<file path="src/rtl/thumb_fetch_ctrl.sv">
// thumb_fetch_ctrl: halfword fetch sequencer with a prefetch FIFO feeding inst_decode.
// Optional macro FETCH_THUMB32_EN enables 32-bit Thumb prefix pairing; undefined, every halfword issues alone.
module thumb_fetch_ctrl #(
    parameter int unsigned       ADDR_W    = 32,
    parameter logic [ADDR_W-1:0] RESET_PC  = '0,
    parameter int unsigned       BUF_DEPTH = 4
) (
    input  logic              clk,
    input  logic              rst,
    output logic              imem_req,
    output logic [ADDR_W-1:0] imem_addr,
    input  logic              imem_ack,
    input  logic [15:0]       imem_rdata,
    input  logic              branch_valid,
    input  logic [ADDR_W-1:0] branch_target,
    input  logic              dec_ready,
    output logic              ir_valid,
    output logic [15:0]       ir_q0,
    output logic [15:0]       ir_q1,
    output logic              isThumb,
    output logic [ADDR_W-1:0] ir_pc
);
    localparam int unsigned       PTR_W   = $clog2(BUF_DEPTH);
    localparam int unsigned       CNT_W   = PTR_W + 1;
    localparam logic [ADDR_W-1:0] PC_MASK = ~ADDR_W'(1);

    typedef enum logic [1:0] {IDLE, REQ, DRAIN} state_t;

    state_t            r_state;
    logic [15:0]       r_buf [BUF_DEPTH];
    logic [PTR_W-1:0]  r_rd;
    logic [PTR_W-1:0]  r_wr;
    logic [CNT_W-1:0]  r_count;
    logic [ADDR_W-1:0] r_fetch_pc;
    logic [ADDR_W-1:0] r_ir_pc;
    logic [ADDR_W-1:0] r_addr;
    logic              r_req;

    logic [15:0]       w_head;
    logic              w_prefix;
    logic              w_valid;
    logic              w_push;
    logic [1:0]        w_pop_n;
    logic [CNT_W-1:0]  w_count_nx;
    logic [ADDR_W-1:0] w_fetch_pc_inc;
    logic [ADDR_W-1:0] w_tgt;

    assign w_head = r_buf[r_rd];

`ifdef FETCH_THUMB32_EN
    logic [15:0] w_second;
    assign w_second = r_buf[r_rd + PTR_W'(1)];
    // 11101/11110/11111: top three bits set and the next two not both zero
    assign w_prefix = (w_head[15:13] == 3'b111) && (w_head[12:11] != 2'b00);
    assign w_valid  = w_prefix ? (r_count >= CNT_W'(2)) : (r_count != '0);
    assign ir_q1    = (w_valid && w_prefix) ? w_second : '0;
`else
    assign w_prefix = 1'b0;
    assign w_valid  = (r_count != '0);
    assign ir_q1    = '0;
`endif

    assign ir_valid  = w_valid;
    assign ir_q0     = w_valid ? w_head : '0;
    assign isThumb   = !(w_valid && w_prefix);
    assign ir_pc     = r_ir_pc;
    assign imem_req  = r_req;
    assign imem_addr = r_addr;

    assign w_push         = (r_state == REQ) && imem_ack;
    assign w_pop_n        = !(w_valid && dec_ready) ? 2'd0 : (w_prefix ? 2'd2 : 2'd1);
    assign w_count_nx     = r_count + CNT_W'(w_push) - CNT_W'(w_pop_n);
    assign w_fetch_pc_inc = r_fetch_pc + ADDR_W'(2);
    assign w_tgt          = branch_target & PC_MASK;

    always_ff @(posedge clk) begin
        if (rst) begin
            r_state    <= IDLE;
            r_req      <= 1'b0;
            r_addr     <= RESET_PC & PC_MASK;
            r_fetch_pc <= RESET_PC & PC_MASK;
            r_ir_pc    <= RESET_PC & PC_MASK;
            r_rd       <= '0;
            r_wr       <= '0;
            r_count    <= '0;
        end else if (branch_valid) begin
            r_fetch_pc <= w_tgt;
            r_ir_pc    <= w_tgt;
            r_rd       <= '0;
            r_wr       <= '0;
            r_count    <= '0;
            r_req      <= 1'b1;
            // An unacknowledged request must still complete at its old address
            if (r_state != IDLE && !imem_ack) begin
                r_state <= DRAIN;
            end else begin
                r_state <= REQ;
                r_addr  <= w_tgt;
            end
        end else begin
            if (w_push) begin
                r_buf[r_wr] <= imem_rdata;
                r_wr        <= r_wr + PTR_W'(1);
            end
            r_rd    <= r_rd + PTR_W'(w_pop_n);
            r_count <= w_count_nx;
            r_ir_pc <= r_ir_pc + ADDR_W'({w_pop_n, 1'b0});
            case (r_state)
                IDLE: begin
                    if (w_count_nx < CNT_W'(BUF_DEPTH)) begin
                        r_state <= REQ;
                        r_req   <= 1'b1;
                        r_addr  <= r_fetch_pc;
                    end
                end
                REQ: begin
                    if (imem_ack) begin
                        r_fetch_pc <= w_fetch_pc_inc;
                        r_addr     <= w_fetch_pc_inc;
                        if (w_count_nx >= CNT_W'(BUF_DEPTH)) begin
                            r_state <= IDLE;
                            r_req   <= 1'b0;
                        end
                    end
                end
                DRAIN: begin
                    if (imem_ack) begin
                        r_state <= REQ;
                        r_addr  <= r_fetch_pc;
                    end
                end
                default: begin
                    r_state <= IDLE;
                    r_req   <= 1'b0;
                end
            endcase
        end
    end
endmodule

</file>
<file path="config.mk">
export PLATFORM = sky130hd
export DESIGN_NAME = thumb_fetch_ctrl
export DESIGN_NICKNAME = d
export VERILOG_FILES = /design/src/rtl/thumb_fetch_ctrl.sv
export SDC_FILE = /design/constraint.sdc
export NUM_CORES = 1
export LEC_CHECK = 0
export ABC_CLOCK_PERIOD_IN_PS = 3850
export CAP_MARGIN = 20
export CORE_UTILIZATION = 38
export DETAILED_ROUTE_END_ITERATION = 8
export SLEW_MARGIN = 20
export SYNTH_ARGS = -nofsm -noshare
export SYNTH_HDL_FRONTEND = slang
export SYNTH_SLANG_ARGS = --single-unit
</file>
<file path="constraint.sdc">
create_clock -name clk -period 3.85 [get_ports clk]
set_input_delay 0.5775 -clock clk [delete_from_list [all_inputs] [get_ports clk]]
set_output_delay 0.5775 -clock clk [all_outputs]
set_load 0.005 [all_outputs]
</file>
==> insert_results.sql <==
INSERT INTO impl_metrics (metric_group, metric, value, unit) VALUES
('cells_and_area', 'register_area', '3980', 'sq um'),
('logic_synthesis', 'syn-instance-count', '811', ''),
('logic_synthesis', 'synthDominantAreaCellType', 'sky130_fd_sc_hd__dfxtp_1', ''),
('critical_path', 'timing.reg2reg.setup_slack', '0.60', 'ns'),
('die', 'die_height', '151', 'microns'),
('routing', 'post-route-drc-count', '0', ''),
('critical_path', 'critPathKind', 'reg -> reg', ''),
('routing', 'drt_first_iter_violations', '423', ''),
('logic_synthesis', 'post-synth-top-area-fraction', '24.5', '%'),
('cells_and_area', 'drive_gt1_share', '9.82', '%'),
('clocking', 'post_cts_hold_buffer_count', '0', ''),
('logic_synthesis', 'synth_ff_type', 'sky130_fd_sc_hd__dfxtp_1', ''),
('run_status', 'outcome', 'completed', ''),
('critical_path', 'worstRegToRegCells', '12', ''),
('die', 'ios', '152', ''),
('sta', 'setup_violation_total_in_the_final_timing_report', '0', ''),
('clocking', 'tritoncts', 'done', ''),
('critical_path', 'startpoint_type', 'register', ''),
('die', 'die_outline_area', '22700', 'sq um'),
('logic_synthesis', 'number_of_synthesized_flops_with_an_enable_pin', '64', ''),
('cells_and_area', 'layout-area-overhead-vs-synth', '25.4', '%'),
('logic_synthesis', 'post_synth_instance_area', '8400', 'sq um'),
('power_and_ir_drop', 'peakVddDrop', '263', 'uV'),
('logic_synthesis', 'ffs_w_async_s_r_synth', '0', '%'),
('sta', 'finClkSkew', '0.0181', 'ns'),
('logic_synthesis', 'share_of_the_yosys_chip_area_belonging_to_registers', '47.4', '%'),
('clocking', 'insertion_delay', '0.44', 'ns'),
('clocking', 'post_cts.resized_instances', '0', ''),
('sta', 'min_period', '3.25', 'ns'),
('sta', 'worst_slew_margin_rel', '44.0', '%'),
('place', 'dp_hpwl', '15300', 'microns'),
('cells_and_area', 'antennaDiodeCount', '0', ''),
('logic_synthesis', 'yosys-top-cells-count', '103 x sky130_fd_sc_hd__dfxtp_1, 64 x sky130_fd_sc_hd__edfxtp_1, 60 x sky130_fd_sc_hd__nand2_1', ''),
('die', 'row_count', '54', ''),
('die', 'die-width', '151', 'microns'),
('grt', 'grt_max_degree', '45', ''),
('cells_and_area', 'design_area', '10500', 'sq um'),
('place', 'buffer_ports.inserted', '131', ''),
('sta', 'report.final.hold_viol_count', '0', ''),
('routing', 'drt-wirelength-per-cell', '17.8', 'microns'),
('clocking', 'cts.sinks', '167', ''),
('logic_synthesis', 'synth_area_leaders', 'sky130_fd_sc_hd__dfxtp_1 25%, sky130_fd_sc_hd__edfxtp_1 23%, sky130_fd_sc_hd__xnor2_1 5.1%', ''),
('critical_path', 'timing.critical_path.to_type', 'register', ''),
('logic_synthesis', 'yosys.cell_count.top_type', 'sky130_fd_sc_hd__dfxtp_1', ''),
('logic_synthesis', 'ys.warnings.count', '0', ''),
('hold_path', 'hold_path_depth', '2', ''),
('sta', 'rsz_0062_raised_after_global_routing', 'no', ''),
('clocking', 'clk_transition_reported_paths', '0.07', 'ns'),
('routing', 'totalWireLength', '21700', 'microns'),
('clocking', 'postCtsSetupBuffers', '0', ''),
('cells_and_area', 'fillers', '2024', ''),
('routing', 'detailedRoute.firstPassIterationCount', '4', ''),
('routing', 'number_of_vias_per_cell_after_detailed_routing', '5.28', ''),
('place', 'placer_congestion', '0.847', ''),
('clocking', 'ctsLongestPathBuffers', '2', ''),
('sta', 'setup_total_negative_slack', '0', 'ns'),
('power_and_ir_drop', 'power_per_cell_area', '411', 'nW/um^2'),
('clocking', 'numCtsBuffers', '17', ''),
('die', 'placeableCoreArea', '21800', 'sq um'),
('grt', 'global_route_wire_length_before_repair', '34000', 'microns'),
('grt', 'number_of_global_route_vias_before_repair', '6352', ''),
('routing', 'drtAntennaViolNets', '0', ''),
('logic_synthesis', 'synthesis.area_per_instance', '10.4', 'sq um'),
('grt', 'global_route.usage.total', '19.8', '%'),
('critical_path', 'timing.critical_path.required', '4.19', 'ns'),
('power_and_ir_drop', 'static-leakage-power', '3.55', 'nW'),
('sta', 'report.final.slew_viol_count', '0', ''),
('cells_and_area', 'design.final.nets', '986', ''),
('logic_synthesis', 'yosys.cell_types.count', '65', ''),
('flow_run', 'timing.max_cap.violations', '0', ''),
('sta', 'layout_worst_path_cycle_share', '84.3', '%');
## per-layer routing
metal / vias up / track usage, % / wire (microns)
met5: - / 0 / 0
met4: 0 / 6.25 / 340
met3: 17 / 3.73 / 950
met2: 156 / 33.4 / 10400
met1: 3100 / 25.5 / 9970
li1: 3153 / - / -
## through the flow
stage	utilization [%]	setup slack, ns	power [mW]	hold WS [ns]
2_1_floorplan	-	0.458	2.33	0.445
3_3_place_gp	45.6	0.272	2.62	0.440
3_5_place_dp	45.6	0.226	2.63	0.451
4_1_cts	48.4	0.597	4.37	0.462
5_1_grt	48.4	0.279	4.50	0.478
6_report	48.4	0.603	4.33	0.457
## placed cells by master (no fill, tap or decap), types with 20 or more instances in the layout
master and n:
sky130_fd_sc_hd__clkdlybuf4s50_1 130, sky130_fd_sc_hd__dfxtp_1 103, sky130_fd_sc_hd__edfxtp_1 64, sky130_fd_sc_hd__nand2_1 60, sky130_fd_sc_hd__xnor2_1 49, sky130_fd_sc_hd__nor2_1 32, sky130_fd_sc_hd__nand3_1 31, sky130_fd_sc_hd__a21boi_0 28
sky130_fd_sc_hd__xor2_1 27, sky130_fd_sc_hd__a21oi_1 26, sky130_fd_sc_hd__and2_1 24, sky130_fd_sc_hd__nor3_1 24, sky130_fd_sc_hd__o21ai_0 24, sky130_fd_sc_hd__o21a_1 23, sky130_fd_sc_hd__buf_4 21, sky130_fd_sc_hd__nand4_1 20
## power breakdown
group,internal (mW),switching [mW]
Sequential,1.92,0.0935
Clock,0.888,0.852
Combinational,0.314,0.261
Total,3.12,1.21
## flip-flops by register name, indices dropped and copies added, names as in the netlist
register / cells
r_buf: 64
imem_addr: 31
ir_pc: 31
r_fetch_pc: 31
r_count: 3
r_rd: 2
r_state: 2
r_wr: 2
imem_req: 1
## worst max-delay path: stages, from the launching register on
cell and delay, ns:
sky130_fd_sc_hd__dfxtp_1 0.35, sky130_fd_sc_hd__or3_1 0.37, sky130_fd_sc_hd__nand2_1 0.17, sky130_fd_sc_hd__xnor2_1 0.14
sky130_fd_sc_hd__ha_1 0.16, sky130_fd_sc_hd__inv_1 0.05, sky130_fd_sc_hd__fa_1 0.38, sky130_fd_sc_hd__xnor2_1 0.15
sky130_fd_sc_hd__xnor2_1 0.49, sky130_fd_sc_hd__a221o_1 0.36, sky130_fd_sc_hd__buf_12 0.19, sky130_fd_sc_hd__a2111oi_0 0.08
sky130_fd_sc_hd__a31o_2 0.25
## path summary, 6_finish.rpt
check	from	to
setup reg to reg	r_count[1]	imem_addr[4]
hold reg to reg	imem_addr[1]	imem_addr[1]
hold / removal	imem_addr[1]	imem_addr[1]
setup / recovery	r_count[1]	imem_addr[4]
## kinds of logic after synthesis
group	share of synthesized area, %
mux	4.89
simple gates	18.3
flops	47.4
buf+inv	5.59
other cells	0.0894
compound gates	14.3
xor+xnor	7.92
fa+ha+maj	1.43
## final cells by class
class / count / area share, %
sequential: 167 / 37.8
clock buffer: 17 / 4.04
multi-input combinational: 568 / 38.2
clock inverter: 15 / 1.77
inverter: 16 / 0.570
timing repair buffer: 154 / 14.3
tap: 280 / 3.33
No activity file was read; power rests on OpenSTA's default activity.
